## config.mk

```make
export PLATFORM = sky130hd
export DESIGN_NAME = state_lane_collector
export DESIGN_NICKNAME = d
export VERILOG_FILES = /design/src/rtl/state_lane_collector.sv
export SDC_FILE = /design/constraint.sdc
export NUM_CORES = 1
export LEC_CHECK = 0
export ABC_AREA = 1
export ABC_CLOCK_PERIOD_IN_PS = 1650
export CORE_MARGIN = 2
export CORE_UTILIZATION = 48
export CTS_CLUSTER_SIZE = 28
export DETAILED_ROUTE_END_ITERATION = 8
export PLACE_DENSITY = 0.8
export SETUP_SLACK_MARGIN = 0.5
export SYNTH_ARGS = -nofsm -noshare
export SYNTH_HDL_FRONTEND = slang
export SYNTH_SLANG_ARGS = --single-unit
```

## constraint.sdc

```tcl
create_clock -name clk -period 1.65 [get_ports clk]
set_input_delay 0.495 -clock clk [delete_from_list [all_inputs] [get_ports clk]]
set_output_delay 0.495 -clock clk [all_outputs]
set_load 0.03 [all_outputs]
```

## src/rtl/state_lane_collector.sv

```systemverilog
// Deserialises five serial lanes (MSB first) into five LANE_W-bit words and hands the
// full state downstream over valid/ready. Define STATE_LANE_COLLECTOR_DBUF_EN for a
// second word bank so collection overlaps with the output hold.
//
// Handshake: a beat moves on in_valid && in_ready at a rising edge; a state moves on
// out_valid && out_ready. Once out_valid is raised, out_words stays stable until taken.
module state_lane_collector #(
   parameter  int LANE_W = 64,
   localparam int CNT_W  = $clog2(LANE_W + 1)
) (
   input  logic                    clk,
   input  logic                    rst,
   input  logic                    in_valid,
   input  logic [0:4]              in_bits,
   output logic                    in_ready,
   input  logic                    flush,
   output logic                    out_valid,
   input  logic                    out_ready,
   output logic [0:4][LANE_W-1:0]  out_words,
   output logic [CNT_W-1:0]        bit_cnt
);

   typedef enum logic [0:0] {
      COLLECT = 1'b0,
      HOLD    = 1'b1
   } state_e;

   localparam logic [CNT_W-1:0] LAST_CNT = CNT_W'(LANE_W - 1);

   state_e                   state_q;
   logic [CNT_W-1:0]         cnt_q;
   logic [0:4][LANE_W-1:0]   sh_q;
   logic [0:4][LANE_W-1:0]   sh_d;
   logic                     out_valid_q;
   logic                     accept;
   logic                     last_beat;

   // Every lane shifts together; the newest bit enters at the LSB.
   always_comb begin
      sh_d = sh_q;
      for (int k = 0; k < 5; k++) begin
         sh_d[k] = {sh_q[k][LANE_W-2:0], in_bits[k]};
      end
   end

   assign last_beat = (cnt_q == LAST_CNT);
   assign accept    = in_valid && in_ready;
   assign out_valid = out_valid_q;
   assign bit_cnt   = cnt_q;

`ifdef STATE_LANE_COLLECTOR_DBUF_EN

   logic [0:4][LANE_W-1:0]   ob_q;
   logic                     complete;
   logic                     handshake;

   // Stall only the completing beat, and only while the output bank is still owed.
   assign in_ready  = !(out_valid_q && !out_ready && last_beat);
   assign complete  = accept && !flush && last_beat;
   assign handshake = out_valid_q && out_ready;
   assign out_words = ob_q;

   always_ff @(posedge clk or negedge rst) begin
      if (!rst) begin
         state_q     <= COLLECT;
         cnt_q       <= '0;
         sh_q        <= '0;
         ob_q        <= '0;
         out_valid_q <= 1'b0;
      end else begin
         // flush only touches the shift bank; a finished state in ob_q survives it.
         if (flush) begin
            cnt_q <= '0;
            sh_q  <= '0;
         end else if (accept) begin
            sh_q  <= sh_d;
            cnt_q <= last_beat ? '0 : cnt_q + CNT_W'(1);
         end

         if (complete) begin
            ob_q        <= sh_d;
            out_valid_q <= 1'b1;
            state_q     <= HOLD;
         end else if (handshake) begin
            out_valid_q <= 1'b0;
            state_q     <= COLLECT;
         end
      end
   end

`else

   logic in_ready_q;

   assign in_ready  = in_ready_q;
   assign out_words = sh_q;

   always_ff @(posedge clk or negedge rst) begin
      if (!rst) begin
         state_q     <= COLLECT;
         cnt_q       <= '0;
         sh_q        <= '0;
         out_valid_q <= 1'b0;
         in_ready_q  <= 1'b1;
      end else begin
         case (state_q)
            COLLECT: begin
               // flush beats a simultaneous beat; that beat is dropped.
               if (flush) begin
                  cnt_q <= '0;
                  sh_q  <= '0;
               end else if (in_valid) begin
                  sh_q <= sh_d;
                  if (last_beat) begin
                     cnt_q       <= '0;
                     state_q     <= HOLD;
                     out_valid_q <= 1'b1;
                     in_ready_q  <= 1'b0;
                  end else begin
                     cnt_q <= cnt_q + CNT_W'(1);
                  end
               end
            end
            HOLD: begin
               if (out_ready) begin
                  state_q     <= COLLECT;
                  out_valid_q <= 1'b0;
                  in_ready_q  <= 1'b1;
               end
            end
            default: begin
               state_q     <= COLLECT;
               out_valid_q <= 1'b0;
               in_ready_q  <= 1'b1;
            end
         endcase
      end
   end

`endif

endmodule
```

# Yosys cells after proc, flatten, opt, wreduce, memory -nomap -nowiden
# Cells that the tools add are included.
# totals
regBits	330
latch_bits	0
ram_bits	0
romBits	0
out_inout_bits	329
word_cells	39
mem_count	0
# classes
n_addsub	1
mul	0
n_div	0
magnitude_cmp	0
eq_ne	5
n_shift	0
n_mux	20
bitwise_logic	1
n_reduce_logical	3
# ops
operator	count
2-to-1 mux 320 bit	2
2-to-1 mux 7 bit	3
2-to-1 mux 1 bit	12
inequality test 2 bit (second input constant)	4
adder 7 x 1 -> 7 bit (second input constant)	1
== test 7 x 6 -> 1 bit (second input constant)	1
case mux 1 bit (2 select lines)	3
AND reduction 4 bit	1
AND reduction 2 bit	1
nonzero test 2 bit	1
inverter 1 bit	1

# Depth between registers and ports, before layout
# Gate-level depths: netlist (run 1).
# depth
ltp_word	5
mapped_depth	7
depth_no_buf	7

# Worst setup path before layout (run 1)
# Ideal clock, no wire load.
# synth_timing
path_type	reg-to-reg
startpoint	reg cnt_q[1], in the netlist bit_cnt[1]
endpoint	reg state_q
setup_time_ns	0.083
arrival_time_ns	1.331
required_time_ns	1.567
setup_slack_ns	0.237
path_stages_with_launch	8
n_path_buf	0
path_cell_list	dfrtp_1 ha_1 nand2_1 nor2_1 nand2_1 nor2_1 inv_1 o21ai_0
# synth_between
elab_chain_cells	5
# synth_rtl
element	line_no	rtl
from (decl)	31	logic [CNT_W-1:0] cnt_q;
from (signal assigned)	120	cnt_q <= cnt_q + CNT_W'(1);
== test 7 x 6 -> 1 bit	46	assign last_beat = (cnt_q == LAST_CNT);
2-to-1 mux 1 bit	114	if (last_beat) begin
2-to-1 mux 1 bit	112	end else if (in_valid) begin
2-to-1 mux 1 bit	109	if (flush) begin
case mux 1 bit (2 select lines)	106	case (state_q)
to (signal assigned)	100	state_q <= COLLECT;
to (signal assigned)	116	state_q <= HOLD;
to (signal assigned)	126	state_q <= COLLECT;
to (decl)	30	state_e state_q;
# Every way passes these cells.
# A chain may end at the register's enable or synchronous reset.

# Worst setup path after layout (run 1)
# layout_timing
startpoint	reg in_ready_q, in the netlist in_ready
endpoint	out in_ready
# layout_rtl
element	line_no	rtl
from (decl)	93	logic in_ready_q;
from (signal assigned)	104	in_ready_q <= 1'b1;
from (signal assigned)	118	in_ready_q <= 1'b0;
from (signal assigned)	128	in_ready_q <= 1'b1;
to (decl)	15	output logic in_ready,
# No word-level cell between the ends.

==> results of run 1 <==
## registers in the layout, indices dropped and copies added (netlist names)
| name | count |
|---|---|
| state_q | 1 |
| bit_cnt | 7 |
| out_valid | 1 |
| out_words | 320 |
| in_ready | 1 |
## cell families (layout without fill, tap and decap cells)
group                    Yosys count  count (layout)  synth area share, %
AO/OA/AOI/OAI                    331             331                 16.7
adder cells (fa/ha/maj)            1               1                0.102
buffers and inverters            398             921                 14.0
flip-flops                       330             330                 67.4
other                              0               1                    0
AND/OR/NAND/NOR                   49              49                 1.70
## synthesized netlist by cell type
cell type  count
buf_6         18
nand3_1       10
clkbuf_1       8
buf_2         35
nand2_1       29
inv_2          2
buf_4         12
nand3_2        1
ha_1           1
nand4_1        2
dfrtp_1      329
a21oi_1        4
o21bai_1       1
a21boi_0       1
o22ai_1      310
nor2_1         7
dfstp_2        1
inv_1        323
o21ai_0       15
## per-layer routing
metal / track usage [%] / up-vias / part of all wire (%)
met3: 6.26 / 120 / 7.8
met1: 31.5 / 5339 / 37
li1: - / 4672 / -
met2: 43.1 / 521 / 51
met5: 0 / - / 0
met4: 7.78 / 0 / 4.3
## through the flow
| stage | worst slack, ns | utilization, % | TNS (ns) |
|---|---|---|---|
| floorplan | 0.415 | - | 0 |
| global placement | -0.283 | 66.5 | -81.66 |
| detailed placement | -0.321 | 66.5 | -85.17 |
| CTS | -0.0763 | 70.6 | -5.58 |
| global route | -0.0827 | 76.8 | -0.257 |
| finish | -0.0531 | 76.8 | -0.0569 |
## worst max path at each step
| stage | startpoint | end | slack (ns) | cells after the start |
|---|---|---|---|---|
| after floorplan | bit_cnt[0]$_DFFE_PN0P_ | state_q$_DFF_PN0_ | 0.42 | 7 |
| after global placement | flush | out_words[29]$_DFFE_PN0P_ | -0.28 | 7 |
| after detailed placement | flush | out_words[5]$_DFFE_PN0P_ | -0.32 | 7 |
| after CTS | in_ready$_DFFE_PN1P_ | in_ready | -0.08 | 1 |
| after global routing | in_ready$_DFFE_PN1P_ | in_ready | -0.08 | 1 |
| final | in_ready$_DFFE_PN1P_ | in_ready | -0.05 | 1 |
## area by class of cell
type / count / area (um2)
Antenna cell: 1 / 2.50
Clock buffer: 46 / 902
Clock inverter: 11 / 183
Fill cell: 1420 / 5820
Inverter: 325 / 1230
Multi-Input combinational cell: 381 / 2360
Sequential cell: 330 / 8270
Tap cell: 330 / 413
Timing Repair Buffer: 539 / 5920
## power by group
group	internal (mW)	leakage, nW	total, mW	switching [mW]
Combinational	0.407	3.94	1.02	0.618
Clock	4.55	0.532	7.65	3.10
Sequential	8.12	4.59	8.16	0.0356
## timing repair
item | 4_1_cts | 5_1_grt
setup buffers | 27 | 108
endpoints found under the setup margin | 659 | 800
hold buffers | 1 | 0
pin swaps | 0 | 5
resized for setup | 1648 | 730
hold endpoints to repair | 16 | 0
==> metrics.txt, run 1 <==
htree depth=1; gr usage total=25.1%; DR iter-0 viols=922; Final period util=103%; Arr. time, crit path=1.21 ns; DRC=0; slowest CP cell=dfstp_2; max cap viols=0; CTS tree=built; routability cong.=0.819; CTS Root Cell=clkbuf_16; Slew @ Worst Pin=0.433 ns; DRT Pass-1 Iters=5; Clock Tree Buf Depth=3; worst r2r path cells=5; grt ovf=0; Die Ht=164 um; Worst-path clk slew=0.07 ns; min-delay worst type=in2async; commonest non-fill, non-tap cell in the layout=inv_1; Final Critical Period=1.70 ns; Synth Cell Area=0.0122 mm2; area leader, netlist=dfrtp_1; Starting Density=48.8%; CP peak stage delay=0.55 ns; Synthesized Nets=1120; non-filler cells, final=1963; final hold violation count=0; r2r endpoint=out_words[262]$_DFFE_PN0P_; maximum vdd drop=0.732 mV; Port-buffer cells=338; die area=0.0268 mm2; layout cell share with drive strength beyond 1=37.0%; Rows=58; placed cell areas=0.0167 mm2; worst-path cell chain=buf_6; vias in the first global route=10.0k; chip width=164 um; Cells after DPL=1769; Final Max Slew Viols=0; global-route wire length before repair=53700 um; Final ANT Viol Nets=0; Avg Synthesized Cell Area=11.0 um2; Relative slew margins=71.1%; Buf/Inv on CP=1; outcome=finished, violations left; Yosys top cell area share=67.2%; clock skew=0.0219 ns; CORE AREA=0.0251 mm2; crit path launch type=register; Final Setup Violations=2; # IOs=339; via count=10.7k; initial antenna violation count=1; Yosys Warn Count=0; Cell Pwr Density=873 mW/mm2; WS Path Type=reg2out; post-synthesis cell count=1109; RSZ-0062 raised after global routing=yes; Worst-Skew Late Latency=0.56 ns; synth top area cells=dfrtp_1 (67%), o22ai_1 (16%), inv_1 (9.9%), buf_6 (1.7%), buf_2 (1.4%); min setup slack post-route=-0.0531 ns; commonest non-fill, non-tap cells in the layout=inv_1 (322), dfrtp_1 (321), buf_6 (312); Max Freq=0.587 GHz; largest net degree at the start of global routing=78; Hold WS=0.435 ns; Pleak=9.06 nW; FF+latch count, synth=330; flop2flop setup slack=0.24 ns; Final nets=1619; Yosys cell types=19; Via density=5.43; Worst Setup End Kind=output port; synthesis-to-layout area growth=57.5%; CTS sink cnt=330; critical path data required time=1.15 ns; Total Wirelength=38700 um; Design Area, Final=0.0193 mm2; Worst Path Max Fanout=2; Seq/Total Area, Yosys=67.4%; CP top delay family=flip-flops; failing checks=negative setup slack; HPWL Detailed=22900 um; TritonCTS buffer count=31; Power, Total=16.8 mW; reg2reg start=state_q$_DFF_PN0_; WL per Instance=19.7 um
Note: power is estimated with default switching activity, not from simulation.
==> run 2: changes to the inputs <==
Settings changed: RECOVER_POWER set to 100.
==> metrics.txt, run 2 (synthesis gave the netlist of run 1 again) <==
outcome=finished, violations left; failing checks=negative setup slack; clock skew=0.0224 ns; fin util=76.7%; final hold violation count=0; # IOs=339; Die Ht=164 um; largest net degree at the start of global routing=78; CTS sink cnt=330; Rows=58; min-delay worst type=reg2reg; start point of the critical path=in_ready$_DFFE_PN1P_; Worst Hold Launch=in_ready$_DFFE_PN1P_; Cells after DPL=1769; DRT Pass-1 Iters=5; Final ANT Viol Nets=0; Largest register FFs=320; max cap viols=0; reg2reg start=state_q$_DFF_PN0_; Clock Tree Buf Depth=3; global-route wire length before repair=53700 um; worst-path cell chain=buf_6; Fillers=1424; TritonCTS buffer count=31; maximum vdd drop=0.734 mV; chip width=164 um; Final Critical Period=1.70 ns; crit path launch type=register; CTS Root Cell=clkbuf_16; non-filler cells, final=1963; Worst Setup End Kind=output port; Worst Path Max Fanout=2; Multi-input gate area=0.00236 mm2; Worst-Skew Late Latency=0.56 ns; Final nets=1619; CP peak stage delay=0.55 ns; layout cell share with drive strength beyond 1=36.9%; min setup slack post-route=-0.0529 ns; initial antenna violation count=1; Arr. time, crit path=1.21 ns; Worst-path clk slew=0.06 ns; synthesis-to-layout area growth=57.3%; CORE AREA=0.0251 mm2; critical path data required time=1.15 ns; gr usage total=25.1%; die area=0.0268 mm2; DRC=0; WL per Instance=19.7 um; Via density=5.41; commonest non-fill, non-tap cells in the layout=inv_1 (322), dfrtp_1 (321), buf_6 (312); Final period util=103%; Pleak=9.05 nW; Total Wirelength=38800 um; DR iter-0 viols=870; flop2flop setup slack=0.25 ns; WS Path Type=reg2out; Hold WS=0.491 ns; Power, Total=16.8 mW; Design Area, Final=0.0193 mm2; RSZ-0062 raised after global routing=yes; htree depth=1; Max Freq=0.587 GHz; HPWL Detailed=22900 um; grt ovf=0; Port-buffer cells=338; vias in the first global route=10.0k; routability cong.=0.819; slowest CP cell=dfstp_2; post-route setup TNS=-0.0571 ns; Placement Setup Slack=-0.321 ns; placed cell areas=0.0167 mm2; CTS tree=built; register area=0.00827 mm2; via count=10.6k; Final Setup Violations=2; Starting Density=48.8%; Cell Pwr Density=873 mW/mm2; Slew @ Worst Pin=0.847 ns; Final Max Slew Viols=0; commonest non-fill, non-tap cell in the layout=inv_1; Buf/Inv on CP=1; CP top delay family=flip-flops; Relative slew margins=43.5%
==> run 2: cell types whose count changed in the layout (fill, tap and decap cells not counted) <==
cell / previous run / this run
clkbuf_1: 8 / 9
clkbuf_2: 0 / 2
clkbuf_4: 0 / 1
buf_12: 53 / 51
buf_4: 162 / 159
buf_8: 2 / 3
==> run 2: worst min-delay path, stage by stage, from the launching register on <==
cell and delay (ns):
dfstp_2 0.38, inv_1 0.05, o21ai_1 0.06
==> run 2: final timing paths <==
check | end | depth (start not counted)
setup / recovery | in_ready | 1
hold / removal | in_ready$_DFFE_PN1P_ | 2
setup reg to reg | out_words[262]$_DFFE_PN0P_ | 5
hold reg to reg | in_ready$_DFFE_PN1P_ | 2
max in group asynchronous | out_words[196]$_DFFE_PN0P_ | 3
min in group asynchronous | out_words[52]$_DFFE_PN0P_ | 2
==> run 2: where the power goes <==
group,internal [mW],switching (mW),total (mW),leakage (nW)
registers,8.12,0.0355,8.16,4.59
clock network,4.55,3.10,7.65,0.532
logic,0.400,0.618,1.02,3.93
==> run 2: layout make-up <==
type / count / share of cell area [%]
inverter: 325 / 6.41
multi-input combinational: 381 / 12.3
timing repair buffer: 539 / 30.6
clock buffer: 46 / 4.68
clock inverter: 11 / 0.949
tap: 330 / 2.14
sequential: 330 / 42.9
antenna: 1 / 0.0130
==> run 2: what timing repair did <==
| item | CTS | global route |
|---|---|---|
| hold buffers | 1 | 0 |
| setup buffers | 27 | 108 |
| setup endpoints to repair | 659 | 800 |
| pin swaps | 0 | 5 |
| gates resized for setup | 1648 | 730 |
| hold endpoints to repair | 16 | 0 |
==> run 2: routing by layer <==
metal	GRT usage (%)	wire, um	vias up
met2	43.1	19700	509
met3	6.26	3010	114
li1	-	-	4664
met5	0	0	-
met1	31.5	14400	5341
met4	7.78	1570	0
==> run 3: changes to the inputs <==
--- a/config.mk
+++ b/config.mk
@@ -9,4 +9,6 @@
 export ABC_CLOCK_PERIOD_IN_PS = 1650
+export CAP_MARGIN = 5
 export CORE_MARGIN = 2
 export CORE_UTILIZATION = 48
+export CTS_CLUSTER_DIAMETER = 50
 export CTS_CLUSTER_SIZE = 28
==> constraint.sdc (replaced) <==
create_clock -name clk -period 1.65 [get_ports clk]
set_input_delay 0.2475 -clock clk [delete_from_list [all_inputs] [get_ports clk]]
set_output_delay 0.2475 -clock clk [all_outputs]
set_load 0.03 [all_outputs]
==> metrics.txt, run 3 (synthesis gave the netlist of run 1 again) <==
synthesis-to-layout area growth=90.2%; grt ovf=0; CP peak stage delay=0.44 ns; fin util=92.8%; maximum vdd drop=1.25 mV; WS Path Type=reg2reg; Worst-path clk slew=0.08 ns; metal2 WL=31300 um; Arr. time, crit path=2.16 ns; Slew @ Worst Pin=1.14 ns; Rows=58; post-route setup TNS=-0.131 ns; Max Freq=0.575 GHz; slowest CP cell=dfrtp_2; # IOs=339; via count=12.7k; chip width=164 um; vias in the first global route=9823; clock skew=0.0263 ns; CTS Root Cell=clkbuf_16; critical path data required time=2.07 ns; Final Setup Violations=2; failing checks=negative setup slack; Final Max Slew Viols=0; DR iter-0 viols=1536; max cap viols=0; Relative slew margins=24.1%; htree depth=1; Total Wirelength=64400 um; Final ANT Viol Nets=0; Final period util=105%; Port-buffer cells=338; Starting Density=48.8%; Die Ht=164 um; commonest non-fill, non-tap cell in the layout=buf_6; RSZ-0062 raised after global routing=yes; WL per Instance=31.3 um; worst-path cell chain=inv_1, nand3_4, buf_12, clkbuf_16, buf_16, o22ai_2; min setup slack post-route=-0.0885 ns; die area=0.0268 mm2; Worst Setup End Kind=register; M1 WL=20700 um; Worst-Skew Late Latency=0.57 ns; layout cell share with drive strength beyond 1=58.7%; Final nets=1716; DRC=0; Worst Path Max Fanout=7; TritonCTS buffer count=28; Fillers=669; Via density=6.17; Final Critical Period=1.74 ns; commonest non-fill, non-tap cells in the layout=buf_6 (346), inv_1 (323), dfrtp_1 (323); Top Metal Used=met5; final hold violation count=0; CTS tree=built; HPWL Detailed=22600 um; gr usage total=24.7%; Cell Pwr Density=758 mW/mm2; CORE AREA=0.0251 mm2; routability cong.=0.843; outcome=finished, violations left; DRT Pass-1 Iters=5; Pleak=10.2 nW; largest net degree at the start of global routing=68; crit path launch type=register; detailed route wirelength on metal3=6180 um; CTS sink cnt=330; global-route wire length before repair=52800 um; initial antenna violation count=2; Largest register FFs=320; Clock Tree Buf Depth=3; min-delay worst type=in2reg
==> run 3: changes by cell type in the layout (fill, tap and decap cells not counted), moves of 5 or more <==
cell | previous run | this run
o22ai_1 | 307 | 9
o22ai_2 | 3 | 259
clkbuf_16 | 31 | 84
o22ai_4 | 0 | 42
buf_6 | 312 | 346
buf_12 | 51 | 30
buf_8 | 3 | 22
buf_16 | 0 | 10
buf_4 | 159 | 151
o21ai_0 | 12 | 4
o21ai_2 | 1 | 9
clkbuf_2 | 2 | 8
clkbuf_1 | 9 | 4
clkbuf_8 | 7 | 2
==> run 3: repair_timing <==
action | in CTS | in global routing
hold buffers | 1 | 0
resized for setup | 1163 | 1935
setup endpoints to repair | 648 | 654
pin swaps | 0 | 14
hold endpoints to repair | 53 | 0
setup buffers | 8 | 153
cloned | 0 | 86
==> run 3: final timing paths <==
path | startpoint | slack (ns) | end | depth (start not counted)
setup / recovery | state_q$_DFF_PN0_ | -0.09 | out_words[159]$_DFFE_PN0P_ | 6
hold / removal | out_ready | 0.28 | state_q$_DFF_PN0_ | 2
setup reg to reg | state_q$_DFF_PN0_ | -0.09 | out_words[159]$_DFFE_PN0P_ | 6
hold reg to reg | out_words[127]$_DFFE_PN0P_ | 0.55 | out_words[127]$_DFFE_PN0P_ | 2
max in group asynchronous | rst | 0.23 | out_words[240]$_DFFE_PN0P_ | 3
min in group asynchronous | rst | 0.45 | out_words[257]$_DFFE_PN0P_ | 2
==> run 3: final cells by class <==
cell class	instances	area, um2	area share (%)
inverters	325	1220	5.24
flip-flops and latches	330	8270	35.5
repair buffers	639	7780	33.4
clock inverters	19	245	1.05
multi-input cells	381	4610	19.8
well taps	330	413	1.77
diodes	1	2.50	0.0107
clock buffers	32	757	3.25
==> run 3: per-stage QoR <==
stage | setup slack [ns] | cells | hold WS (ns) | power, mW | cell area (um2)
final | -0.0885 | 2057 | 0.278 | 17.7 | 23300
after CTS | 0.149 | 1817 | 0.270 | 16.2 | 17600
after global placement | -0.0396 | 1757 | 0.254 | 9.14 | 16300
after floorplan | 0.429 | 1109 | -0.0481 | 8.72 | 12300
after detailed placement | -0.0591 | 1757 | 0.264 | 9.15 | 16300
after global routing | -0.0658 | 2057 | 0.284 | 18.0 | 23300
==> run 3: worst max-delay path: cells and delay by family, from the launching register on <==
| kind | cells | cell delay (ns) |
|---|---|---|
| DFF | 1 | 0.44 |
| and+or+nand+nor | 1 | 0.13 |
| AOI/OAI and AO/OA | 1 | 0.35 |
| buffers and inverters | 4 | 0.67 |
==> run 3: routing by layer <==
layer  global-route usage [%]  vias to the layer above
met5                        0                        -
met4                     8.09                        2
met3                     6.14                      450
met2                     42.0                     1053
met1                     31.2                     6316
li1                         -                     4872
==> run 3: power by group <==
part	total (mW)	switching (mW)	leakage, nW	internal [mW]
registers	8.14	0.0314	4.59	8.11
logic	1.97	1.09	5.10	0.880
clock network	7.54	3.64	0.488	3.91
